$ cat src/rtl/maze_pkg.sv
// Shared types for the maze walker: move directions, controller states and the
// direction-reversal helper used when backtracking.
package maze_pkg;

   typedef enum logic [1:0] {
      DIR_PX = 2'd0,
      DIR_PY = 2'd1,
      DIR_NX = 2'd2,
      DIR_NY = 2'd3
   } dir_t;

   typedef enum logic [3:0] {
      IDLE,
      MARK,
      PROBE,
      RD,
      WR,
      BACK,
      DONE,
      FAIL,
      REPLAY
   } state_t;

   // Directions are laid out so that the reverse move only flips bit 1.
   function automatic dir_t opposite(input dir_t d);
      return dir_t'(d ^ 2'b10);
   endfunction

endpackage

$ cat src/rtl/dir_stack.sv
// LIFO of 2-bit move directions with an extra indexed read port, so the
// solution path can be replayed from the bottom without disturbing the stack.
module dir_stack
   import maze_pkg::*;
#(
   parameter int DEPTH = 16,
   parameter int CW    = $clog2(DEPTH + 1)
) (
   input  logic          Clk,
   input  logic          Rst,
   input  logic          i_clear,
   input  logic          i_push,
   input  logic          i_pop,
   input  dir_t          i_data,
   input  logic [CW-1:0] i_rdIdx,
   output dir_t          o_top,
   output dir_t          o_rdData,
   output logic          o_full,
   output logic          o_empty,
   output logic [CW-1:0] o_count
);

   localparam int IW = (DEPTH > 1) ? $clog2(DEPTH) : 1;

   dir_t          r_mem [DEPTH];
   logic [CW-1:0] r_count;

   assign o_full  = (r_count == CW'(DEPTH));
   assign o_empty = (r_count == '0);
   assign o_count = r_count;
   assign o_top   = r_mem[IW'(r_count - 1'b1)];
   assign o_rdData = r_mem[IW'(i_rdIdx)];

   always_ff @(posedge Clk) begin
      if (Rst || i_clear) begin
         r_count <= '0;
      end else if (i_push && !o_full) begin
         r_count <= r_count + 1'b1;
      end else if (i_pop && !o_empty) begin
         r_count <= r_count - 1'b1;
      end
   end

   // Storage needs no reset: only entries below r_count are ever observed.
   always_ff @(posedge Clk) begin
      if (i_push && !o_full && !i_clear) begin
         r_mem[IW'(r_count)] <= i_data;
      end
   end

endmodule

$ cat src/rtl/maze_walker.sv
// Depth-first maze solver driving an external 1-bit maze memory, with replay of
// the found path. Define MAZE_STEP_CNT_EN to add the saturating 'steps' output.
module maze_walker
   import maze_pkg::*;
#(
   parameter int X_W   = 2,
   parameter int Y_W   = 2,
   parameter int DEPTH = 16
) (
   input  logic               Clk,
   input  logic               Rst,
   input  logic               Start,
   input  logic               Run,
   output logic               mem_rd,
   output logic               mem_wr,
   output logic [X_W+Y_W-1:0] mem_addr,
   output logic               mem_din,
   input  logic               mem_dout,
   input  logic               mem_ack,
   output logic [1:0]         dir,
   output logic               dir_valid,
   input  logic               dir_ready,
   output logic               Done,
   output logic               Fail,
`ifdef MAZE_STEP_CNT_EN
   output logic [15:0]        steps,
`endif
   output logic [X_W-1:0]     X,
   output logic [Y_W-1:0]     Y
);

   localparam int CW = $clog2(DEPTH + 1);
   localparam logic [X_W-1:0] X_MAX = '1;
   localparam logic [Y_W-1:0] Y_MAX = '1;

   state_t         r_state, w_nextState;
   logic [X_W-1:0] r_x, w_nextX, w_stepX;
   logic [Y_W-1:0] r_y, w_nextY, w_stepY;
   logic [2:0]     r_cand, w_nextCand;
   logic [CW-1:0]  r_ptr, w_nextPtr;
   logic           w_inBounds, w_start, w_push, w_pop, w_clear;
   logic           w_full, w_empty;
   logic [CW-1:0]  w_count;
   dir_t           w_stepDir, w_top, w_rdData;

   assign w_start   = Start && (r_state == IDLE || r_state == DONE || r_state == FAIL);
   assign w_stepDir = (r_state == BACK) ? opposite(w_top) : dir_t'(r_cand[1:0]);

   // One shared neighbour calculator serves both forward probes and backtracks.
   always_comb begin
      w_stepX    = r_x;
      w_stepY    = r_y;
      w_inBounds = 1'b0;
      case (w_stepDir)
         DIR_PX: begin w_stepX = r_x + 1'b1; w_inBounds = (r_x != X_MAX); end
         DIR_PY: begin w_stepY = r_y + 1'b1; w_inBounds = (r_y != Y_MAX); end
         DIR_NX: begin w_stepX = r_x - 1'b1; w_inBounds = (r_x != '0);    end
         DIR_NY: begin w_stepY = r_y - 1'b1; w_inBounds = (r_y != '0);    end
         default: ;
      endcase
   end

   dir_stack #(.DEPTH(DEPTH)) u_stack (
      .Clk      (Clk),
      .Rst      (Rst),
      .i_clear  (w_clear),
      .i_push   (w_push),
      .i_pop    (w_pop),
      .i_data   (dir_t'(r_cand[1:0])),
      .i_rdIdx  (r_ptr),
      .o_top    (w_top),
      .o_rdData (w_rdData),
      .o_full   (w_full),
      .o_empty  (w_empty),
      .o_count  (w_count)
   );

   always_ff @(posedge Clk) begin
      if (Rst) begin
         r_state <= IDLE;
         r_x     <= '0;
         r_y     <= '0;
         r_cand  <= '0;
         r_ptr   <= '0;
      end else begin
         r_state <= w_nextState;
         r_x     <= w_nextX;
         r_y     <= w_nextY;
         r_cand  <= w_nextCand;
         r_ptr   <= w_nextPtr;
      end
   end

   // Memory requests are pure functions of state, so they stay stable until ack.
   always_comb begin
      w_nextState = r_state;
      w_nextX     = r_x;
      w_nextY     = r_y;
      w_nextCand  = r_cand;
      w_nextPtr   = r_ptr;
      w_push      = 1'b0;
      w_pop       = 1'b0;
      w_clear     = 1'b0;
      mem_rd      = 1'b0;
      mem_wr      = 1'b0;
      mem_addr    = {r_y, r_x};
      dir_valid   = 1'b0;
      dir         = 2'd0;
      if (w_start) begin
         w_clear     = 1'b1;
         w_nextX     = '0;
         w_nextY     = '0;
         w_nextCand  = '0;
         w_nextState = MARK;
      end else begin
         case (r_state)
            DONE: begin
               if (Run && !w_empty) begin
                  w_nextPtr   = '0;
                  w_nextState = REPLAY;
               end
            end
            MARK: begin
               mem_wr = 1'b1;
               if (mem_ack) begin
                  w_nextState = (r_x == X_MAX && r_y == Y_MAX) ? DONE : PROBE;
               end
            end
            PROBE: begin
               if (r_cand == 3'd4) begin
                  w_nextState = BACK;
               end else if (!w_inBounds) begin
                  w_nextCand = r_cand + 3'd1;
               end else begin
                  w_nextState = RD;
               end
            end
            RD: begin
               mem_rd   = 1'b1;
               mem_addr = {w_stepY, w_stepX};
               if (mem_ack) begin
                  if (mem_dout) begin
                     w_nextCand  = r_cand + 3'd1;
                     w_nextState = PROBE;
                  end else if (w_full) begin
                     w_nextState = FAIL;
                  end else begin
                     w_push      = 1'b1;
                     w_nextX     = w_stepX;
                     w_nextY     = w_stepY;
                     w_nextCand  = '0;
                     w_nextState = MARK;
                  end
               end
            end
            BACK: begin
               if (w_empty) begin
                  w_nextState = FAIL;
               end else begin
                  w_pop       = 1'b1;
                  w_nextX     = w_stepX;
                  w_nextY     = w_stepY;
                  w_nextCand  = {1'b0, w_top} + 3'd1;
                  w_nextState = PROBE;
               end
            end
            REPLAY: begin
               dir_valid = 1'b1;
               dir       = w_rdData;
               if (dir_ready) begin
                  w_nextPtr = r_ptr + 1'b1;
                  if (r_ptr + 1'b1 == w_count) begin
                     w_nextState = DONE;
                  end
               end
            end
            default: ;
         endcase
      end
   end

`ifdef MAZE_STEP_CNT_EN
   logic [15:0] r_steps;

   always_ff @(posedge Clk) begin
      if (Rst || w_start) begin
         r_steps <= '0;
      end else if ((w_push || w_pop) && r_steps != 16'hFFFF) begin
         r_steps <= r_steps + 16'd1;
      end
   end

   assign steps = r_steps;
`endif

   assign mem_din = 1'b1;
   assign Done    = (r_state == DONE);
   assign Fail    = (r_state == FAIL);
   assign X       = r_x;
   assign Y       = r_y;

endmodule

$ cat config.mk
export PLATFORM = sky130hd
export DESIGN_NAME = maze_walker
export DESIGN_NICKNAME = d
export VERILOG_FILES = /design/src/rtl/maze_pkg.sv /design/src/rtl/dir_stack.sv /design/src/rtl/maze_walker.sv
export SDC_FILE = /design/constraint.sdc
export NUM_CORES = 1
export LEC_CHECK = 0
export ABC_AREA = 1
export BUFFER_PORTS_ARGS = -buffer_cell sky130_fd_sc_hd__buf_2
export CAP_MARGIN = 20
export CORE_MARGIN = 2
export CORE_UTILIZATION = 35
export CTS_CLUSTER_SIZE = 28
export DETAILED_ROUTE_END_ITERATION = 8
export PLACE_DENSITY = 0.54
export SYNTH_ARGS = -nofsm -noshare
export SYNTH_HDL_FRONTEND = slang
export SYNTH_SLANG_ARGS = --single-unit
$ cat constraint.sdc
create_clock -name Clk -period 6.2 [get_ports Clk]
set_input_delay 1.24 -clock Clk [delete_from_list [all_inputs] [get_ports Clk]]
set_output_delay 1.24 -clock Clk [all_outputs]
set_load 0.02 [all_outputs]
* Word-level counts from Yosys, hierarchy flattened
Memories as Yosys holds them, arrays and structs flattened. A register that Yosys moved wholly into a read port is not among the register bits.
Index checks and enable logic that the tools add are counted.
** Operators by class
- $add $sub $neg :: 9
- Eq/ne operators :: 35
- Muxes and demuxes :: 62
- Bitwise logic cells :: 2
- Reductions and logical operators :: 29
** Operator list (number)
- 4-bit 2-to-1 mux :: 11
- 3-bit 2-to-1 mux :: 10
- 4-bit one-hot mux with 6 select lines :: 1
- 2-bit 2-to-1 mux :: 11
- 2-bit inequality test (second input constant) :: 11
- 5-bit 2-to-1 mux :: 4
- 1-bit 2-to-1 mux :: 18
- 3-bit inequality test (second input constant) :: 6
- 2-bit one-hot mux with 2 select lines :: 4
- 7-bit AND reduction :: 2
- 4-bit by 3-bit equality test with 1-bit output (second input constant) :: 3
- 5-bit by 1-bit adder with 5-bit output (second input constant) :: 2
- 5-bit one-hot mux with 2 select lines :: 1
- 2-bit nonzero test :: 5
- 3-bit one-hot mux with 3 select lines :: 1
- 2-bit equality test (second input constant) :: 4
- 4-bit by 2-bit equality test with 1-bit output (second input constant) :: 2
- 7-bit nonzero test :: 1
- 1-bit logical AND :: 6
- 6-bit AND reduction :: 1
- 6-bit nonzero test :: 1
- 5-bit equality test :: 1
- 5-bit equality test (second input constant) :: 1
- 5-bit logical NOT :: 1
- 22 further kinds :: 29
** Word-level totals
- Flip-flop bits (word level) :: 21
- Memory bits (writable) :: 32
- Bits of input ports :: 7
- Output and inout bits :: 16
- Logic and storage cells :: 145
- Memories :: 1
** Memories
- u_stack.r_mem :: depth 16, width 2, read ports 2, clocked after memory_dff 1, wr ports 1, RTL line dir_stack.sv:25 : dir_t r_mem [DEPTH];

* Logic depth before layout (Yosys ltp)
- Depth after elaboration :: 10
- Depth in mapped cells :: 21

* Hierarchy
Synthesis repeated with hierarchy kept, for this count alone.
** Unflattened totals
- Cell total of the unflattened synthesis :: 511
- Area total of the unflattened synthesis :: 3791.1 um^2
** By module, submodules not included
- dir_stack :: instances 1, cells an instance 259, area each 2198.4 um^2, seq. area each 1061.0 um^2
- maze_walker :: instances 1, cells an instance 252, area each 1592.8 um^2, seq. area each 320.3 um^2

* Worst setup path before layout
OpenSTA, ideal clock, no wires.
- Kind :: register to output
- Start :: reg u_stack.r_count[0] (netlist: u_stack.o_count[0])
- End :: out mem_addr[2]
- Arrival time :: 2332 ps
- Required time :: 4960 ps
- Setup slack :: 2628 ps
- Stages on the path, launching flop included :: 14
- Buffers on the path :: 2
- Path through :: dfxtp_1 inv_4 buf_8 ha_1 buf_2 inv_2 nand3_1 nand3_1 nand3_2 nand2_2 nand2_2 nand2_4 xor2_1 o21ai_0
** Between the ends
- Word-level cells in the longest chain between the ends :: 8
** Ends and longest elaborated chain
- start, declared :: RTL line dir_stack.sv:26 : logic [CW-1:0] r_count;
- start signal, assigned :: RTL line dir_stack.sv:38 : r_count <= r_count + 1'b1;
- start signal, assigned :: RTL line dir_stack.sv:40 : r_count <= r_count - 1'b1;
- 5-bit by 1-bit subtractor with 5-bit output * :: RTL line dir_stack.sv:31 : assign o_top = r_mem[IW'(r_count - 1'b1)];
- memory read 16 x 2 bit *
- 1-bit inverter (no source line)
- 2-bit 2-to-1 mux * :: RTL line maze_walker.sv:47 : assign w_stepDir = (r_state == BACK) ? opposite(w_top) : dir_t'(r_cand[1:0]);
- 2-bit equality test / 2-bit by 1-bit equality test with 1-bit output (equally long branches) :: RTL line maze_walker.sv:54 : case (w_stepDir)
- 2-bit one-hot mux with 2 select lines * :: RTL line maze_walker.sv:54
- 4-bit 2-to-1 mux * :: RTL line maze_walker.sv:116 : case (r_state)
- 4-bit 2-to-1 mux * :: RTL line maze_walker.sv:109 : if (w_start) begin
- end, declared :: RTL line maze_walker.sv:16 : output logic [X_W+Y_W-1:0] mem_addr,
Every way passes the cells marked *; elsewhere a longest branch is shown, timed or not.

* Final worst setup path
- Start :: reg u_stack.r_count[0] (netlist: u_stack.o_count[0])
- End :: out mem_addr[3]
Same word-level chain as after synthesis.

==> metrics.log <==
INFO  metric outcome = complete, no violations
INFO  metric fillers = 1035
INFO  metric distinct_cell_type_count_of_the_synthesized_netlist = 42
INFO  metric flip_flop_and_latch_count_after_synthesis = 57
INFO  metric leakage = 1.62 nW
INFO  metric post-route-period-util = 75.0%
INFO  metric post_drt_via_cell_ratio = 5.06
INFO  metric clock_sink_count = 57
INFO  metric place.detailed.hpwl = 6.75 mm
INFO  metric reg_area = 1460 sq um
INFO  metric die_h = 104 um
INFO  metric switching_share = 37.5%
INFO  metric final-hold-violation-count = 0
INFO  metric i_o_pins = 23
INFO  metric final_worst_path_period_need = 4650 ps
INFO  metric achievable-frequency = 215 MHz
INFO  metric clock_power_share = 27.1%
INFO  metric multi_input_area = 1720 sq um
INFO  metric synth.net_count = 464
INFO  metric die_area = 10800 sq um
INFO  metric timing.critical_path.from_type = flip-flop
INFO  metric postCtsSetupBuffers = 0
INFO  metric postCtsResizedCells = 0
INFO  metric clk_latency = 340 ps
INFO  metric reg2reg_setup_slack = 3010 ps
INFO  metric die_span_in_x = 104 um
INFO  metric worst_r2r_path_depth = 17
INFO  metric max_slew_violations = 0
INFO  metric synthesis.instances = 449
INFO  metric synth_enable_flop_cells = 32
INFO  metric global_route.overflow_total = 0
INFO  metric initial_core_util = 36.0%
INFO  metric ir_worst_vdd = 0.0778 mV
INFO  metric holdWs = 478 ps
INFO  metric share_comb_of_total_power = 28.5%
INFO  metric global_route_wire_length_before_repair = 14.9 mm
INFO  metric timing.critical_path.required = 4960 ps
INFO  metric final_cell_mix = sky130_fd_sc_hd__nand2_1, sky130_fd_sc_hd__inv_1, sky130_fd_sc_hd__nand3_1, sky130_fd_sc_hd__nor2_1, sky130_fd_sc_hd__edfxtp_1
INFO  metric num-nets-final = 485
INFO  metric drc_errors = 0
INFO  metric relSlewSlack = 36.8%
INFO  metric rows = 36
INFO  metric cts_tree = built
INFO  metric critical_path_peak_fanout = 24
INFO  metric endpoint_of_the_lowest_slack_register_to_register_path = r_cand[1]
INFO  metric htree_levels = 3
INFO  metric routability_congestion_estimate = 0.938
INFO  metric timing.critical_path.to_type = primary output
INFO  metric final_setup_violations = 0
INFO  metric p_int = 0.669 mW
INFO  metric cts-buffers-inserted = 9
INFO  metric synth_sequential_area_ratio = 41.7%
INFO  metric syn-cell-area = 3500 sq um
INFO  metric worst_path_max_delay_cell = sky130_fd_sc_hd__dfxtp_1
INFO  metric routed_wl = 9.10 mm
INFO  metric detail-route-antenna-nets = 0
INFO  metric total_grt_usage = 17.4%
INFO  metric min_delay_path_depth = 2
INFO  metric power_density_cells = 278 nW/um^2
INFO  metric detail_route.wl_per_cell = 15.0 um
INFO  metric rr_startpoint = u_stack.o_count[0]
INFO  metric postSynth.asyncResetShare = 0%
INFO  metric ys_top_cells_by_area = sky130_fd_sc_hd__edfxtp_1, sky130_fd_sc_hd__dfxtp_1, sky130_fd_sc_hd__nand2_1, sky130_fd_sc_hd__nand3_1, sky130_fd_sc_hd__inv_1
INFO  metric post-synth-top-area-fraction = 27.4%
INFO  metric final.setup.tns = 0 ps
INFO  metric cts-root-to-sink-buffers = 2
INFO  metric grt_setup_unrepaired = false
INFO  metric ctsHoldBuffers = 0
INFO  metric antenna_cells_inserted = 0
INFO  metric synthToLayoutAreaGrowth = 10.2%
INFO  metric drt_pre_antenna_iters = 5
INFO  metric netSwitchingPower = 0.402 mW
INFO  metric layout-drive-gt1-share = 16.6%
INFO  metric dr_total_vias = 3077
INFO  metric end_point_of_the_most_critical_hold_path = r_ptr[4]
INFO  metric sequential_cell_fraction_of_total_power = 44.4%
INFO  metric worst-endpoint-arrival = 3410 ps
INFO  metric grt_max_degree = 29
INFO  metric antenna_found_initial = 0
INFO  metric timing.critical_path.cells = inv_4 > ha_1 > inv_2 > o211ai_2 > nand3_1 > nand3_1 > nand2_2 > nand2_2 > nand2_2 > inv_2 > nand3_1 > a21oi_1 > a21oi_1 > nand2_1 > o21ai_0 > buf_2
INFO  metric clockRootBuffer = sky130_fd_sc_hd__clkbuf_8
INFO  metric path_class = flip-flop to primary output
INFO  metric clock_pin_slew_on_the_worst_setup_and_hold_paths = 70 ps
INFO  metric synth_largest_area_cell = sky130_fd_sc_hd__edfxtp_1
INFO  metric syn_avg_cell_area = 7.80 sq um
INFO  metric most_common_library_cell_in_the_layout_ignoring_fill_and_taps = sky130_fd_sc_hd__nand2_1
INFO  metric io_buffers = 21
INFO  metric cpPeakStageDelay = 880 ps
INFO  metric ys.warnings.count = 0
INFO  metric timing_worst_slew_pin_value = 946 ps
INFO  metric placeableCoreArea = 9730 sq um
INFO  metric ys_dominant_reg_cell = sky130_fd_sc_hd__edfxtp_1
INFO  metric timing.clock.skew = 6.71 ps
INFO  metric maxCapViolations = 0
INFO  metric worstHoldStart = r_ptr[4]
INFO  metric number_of_global_route_vias_before_repair = 2896
INFO  metric dr.first_iter.drc_count = 262
INFO  metric timing.hold.worst.class = flip-flop to flip-flop
-- layout make-up --
class	count	share of cell area [%]
clock buffers	9	3.21
clock inverters	7	0.973
inverters	64	6.36
multi-input cells	317	44.5
flip-flops and latches	57	37.9
well taps	133	4.32
repair buffers	21	2.73
-- Yosys cell counts, types with 2 or more instances --
master	number
sky130_fd_sc_hd__nand2_1	98
sky130_fd_sc_hd__inv_1	52
sky130_fd_sc_hd__nand3_1	39
sky130_fd_sc_hd__nor2_1	33
sky130_fd_sc_hd__edfxtp_1	32
sky130_fd_sc_hd__o21ai_0	31
sky130_fd_sc_hd__a21oi_1	27
sky130_fd_sc_hd__dfxtp_1	25
sky130_fd_sc_hd__nand2_2	14
sky130_fd_sc_hd__inv_2	9
sky130_fd_sc_hd__o211ai_1	9
sky130_fd_sc_hd__ha_1	8
sky130_fd_sc_hd__nand4_1	6
sky130_fd_sc_hd__o21ai_1	6
sky130_fd_sc_hd__nand3_2	5
sky130_fd_sc_hd__xnor2_1	5
sky130_fd_sc_hd__clkbuf_1	4
sky130_fd_sc_hd__mux2i_1	4
sky130_fd_sc_hd__nor3_1	4
sky130_fd_sc_hd__xor2_1	4
sky130_fd_sc_hd__nand4_2	3
sky130_fd_sc_hd__a211oi_1	2
sky130_fd_sc_hd__a21oi_2	2
sky130_fd_sc_hd__a31oi_1	2
sky130_fd_sc_hd__buf_2	2
sky130_fd_sc_hd__buf_4	2
sky130_fd_sc_hd__buf_6	2
sky130_fd_sc_hd__inv_4	2
sky130_fd_sc_hd__nand2_4	2
sky130_fd_sc_hd__nor2_2	2
sky130_fd_sc_hd__o211ai_2	2
-- power by group through the flow --
stage,logic (mW),registers (mW),clock network [mW]
4_1_cts,0.304,0.475,0.298
3_3_place_gp,0.301,0.482,0
3_5_place_dp,0.303,0.482,0
2_1_floorplan,0.255,0.451,0
5_1_grt,0.342,0.482,0.318
6_report,0.305,0.476,0.290
-- state kept, by name, summed over array words and instances (netlist names), named ones only --
signal and flops:
r_state 4, Y 2, r_ptr 5, X 2, r_cand 3, u_stack.o_count 5, u_stack.r_mem 32
-- through the flow --
step	std cells	utilization, %	instance area, sq um	total power, mW	worst slack (ps)
floorplan	449	-	3500	0.706	2630
global placement	592	38.0	3690	0.783	2020
detailed placement	592	38.0	3690	0.785	1970
CTS	608	39.6	3860	1.08	1600
global route	608	39.6	3860	1.14	1300
finish	608	39.6	3860	1.07	1550
-- how the worst max path moves through the flow --
stage,from,to,slack [ps],depth (start not counted)
floorplan,u_stack.o_count[0],mem_addr[2],2630,13
global placement,u_stack.o_count[0],mem_addr[3],2020,16
detailed placement,u_stack.o_count[0],mem_addr[3],1970,16
CTS,u_stack.o_count[0],mem_addr[3],1600,16
global route,u_stack.o_count[0],mem_addr[3],1300,16
finish,u_stack.o_count[0],mem_addr[3],1550,16
-- logic make-up (layout without fill, tap and decap cells) --
family / Yosys count / in the layout / synth area share [%]
xor gates and xnor gates: 9 / 9 / 2.25
AOI/OAI and AO/OA: 85 / 85 / 14.0
adders and majority gates: 8 / 8 / 2.86
buffers and inverters: 75 / 101 / 9.22
other: 1 / 1 / 0.107
DFF: 57 / 57 / 41.7
and+or+nand+nor: 210 / 210 / 28.7
muxes: 4 / 4 / 1.14
-- layer usage --
layer	track usage, %	part of all wire [%]
met1	24.6	49
met4	8.30	2.6
met3	2.82	4.2
met5	0	0
met2	25.8	44
-- worst max-delay path: cells and delay by family, from the launching register on --
kind | cells | cell delay, ps
buffers and inverters | 4 | 720
and+or+nand+nor | 7 | 540
DFF | 1 | 880
AOI/OAI and AO/OA | 4 | 420
adders and majority gates | 1 | 500
(Power assumes the default switching activity.)
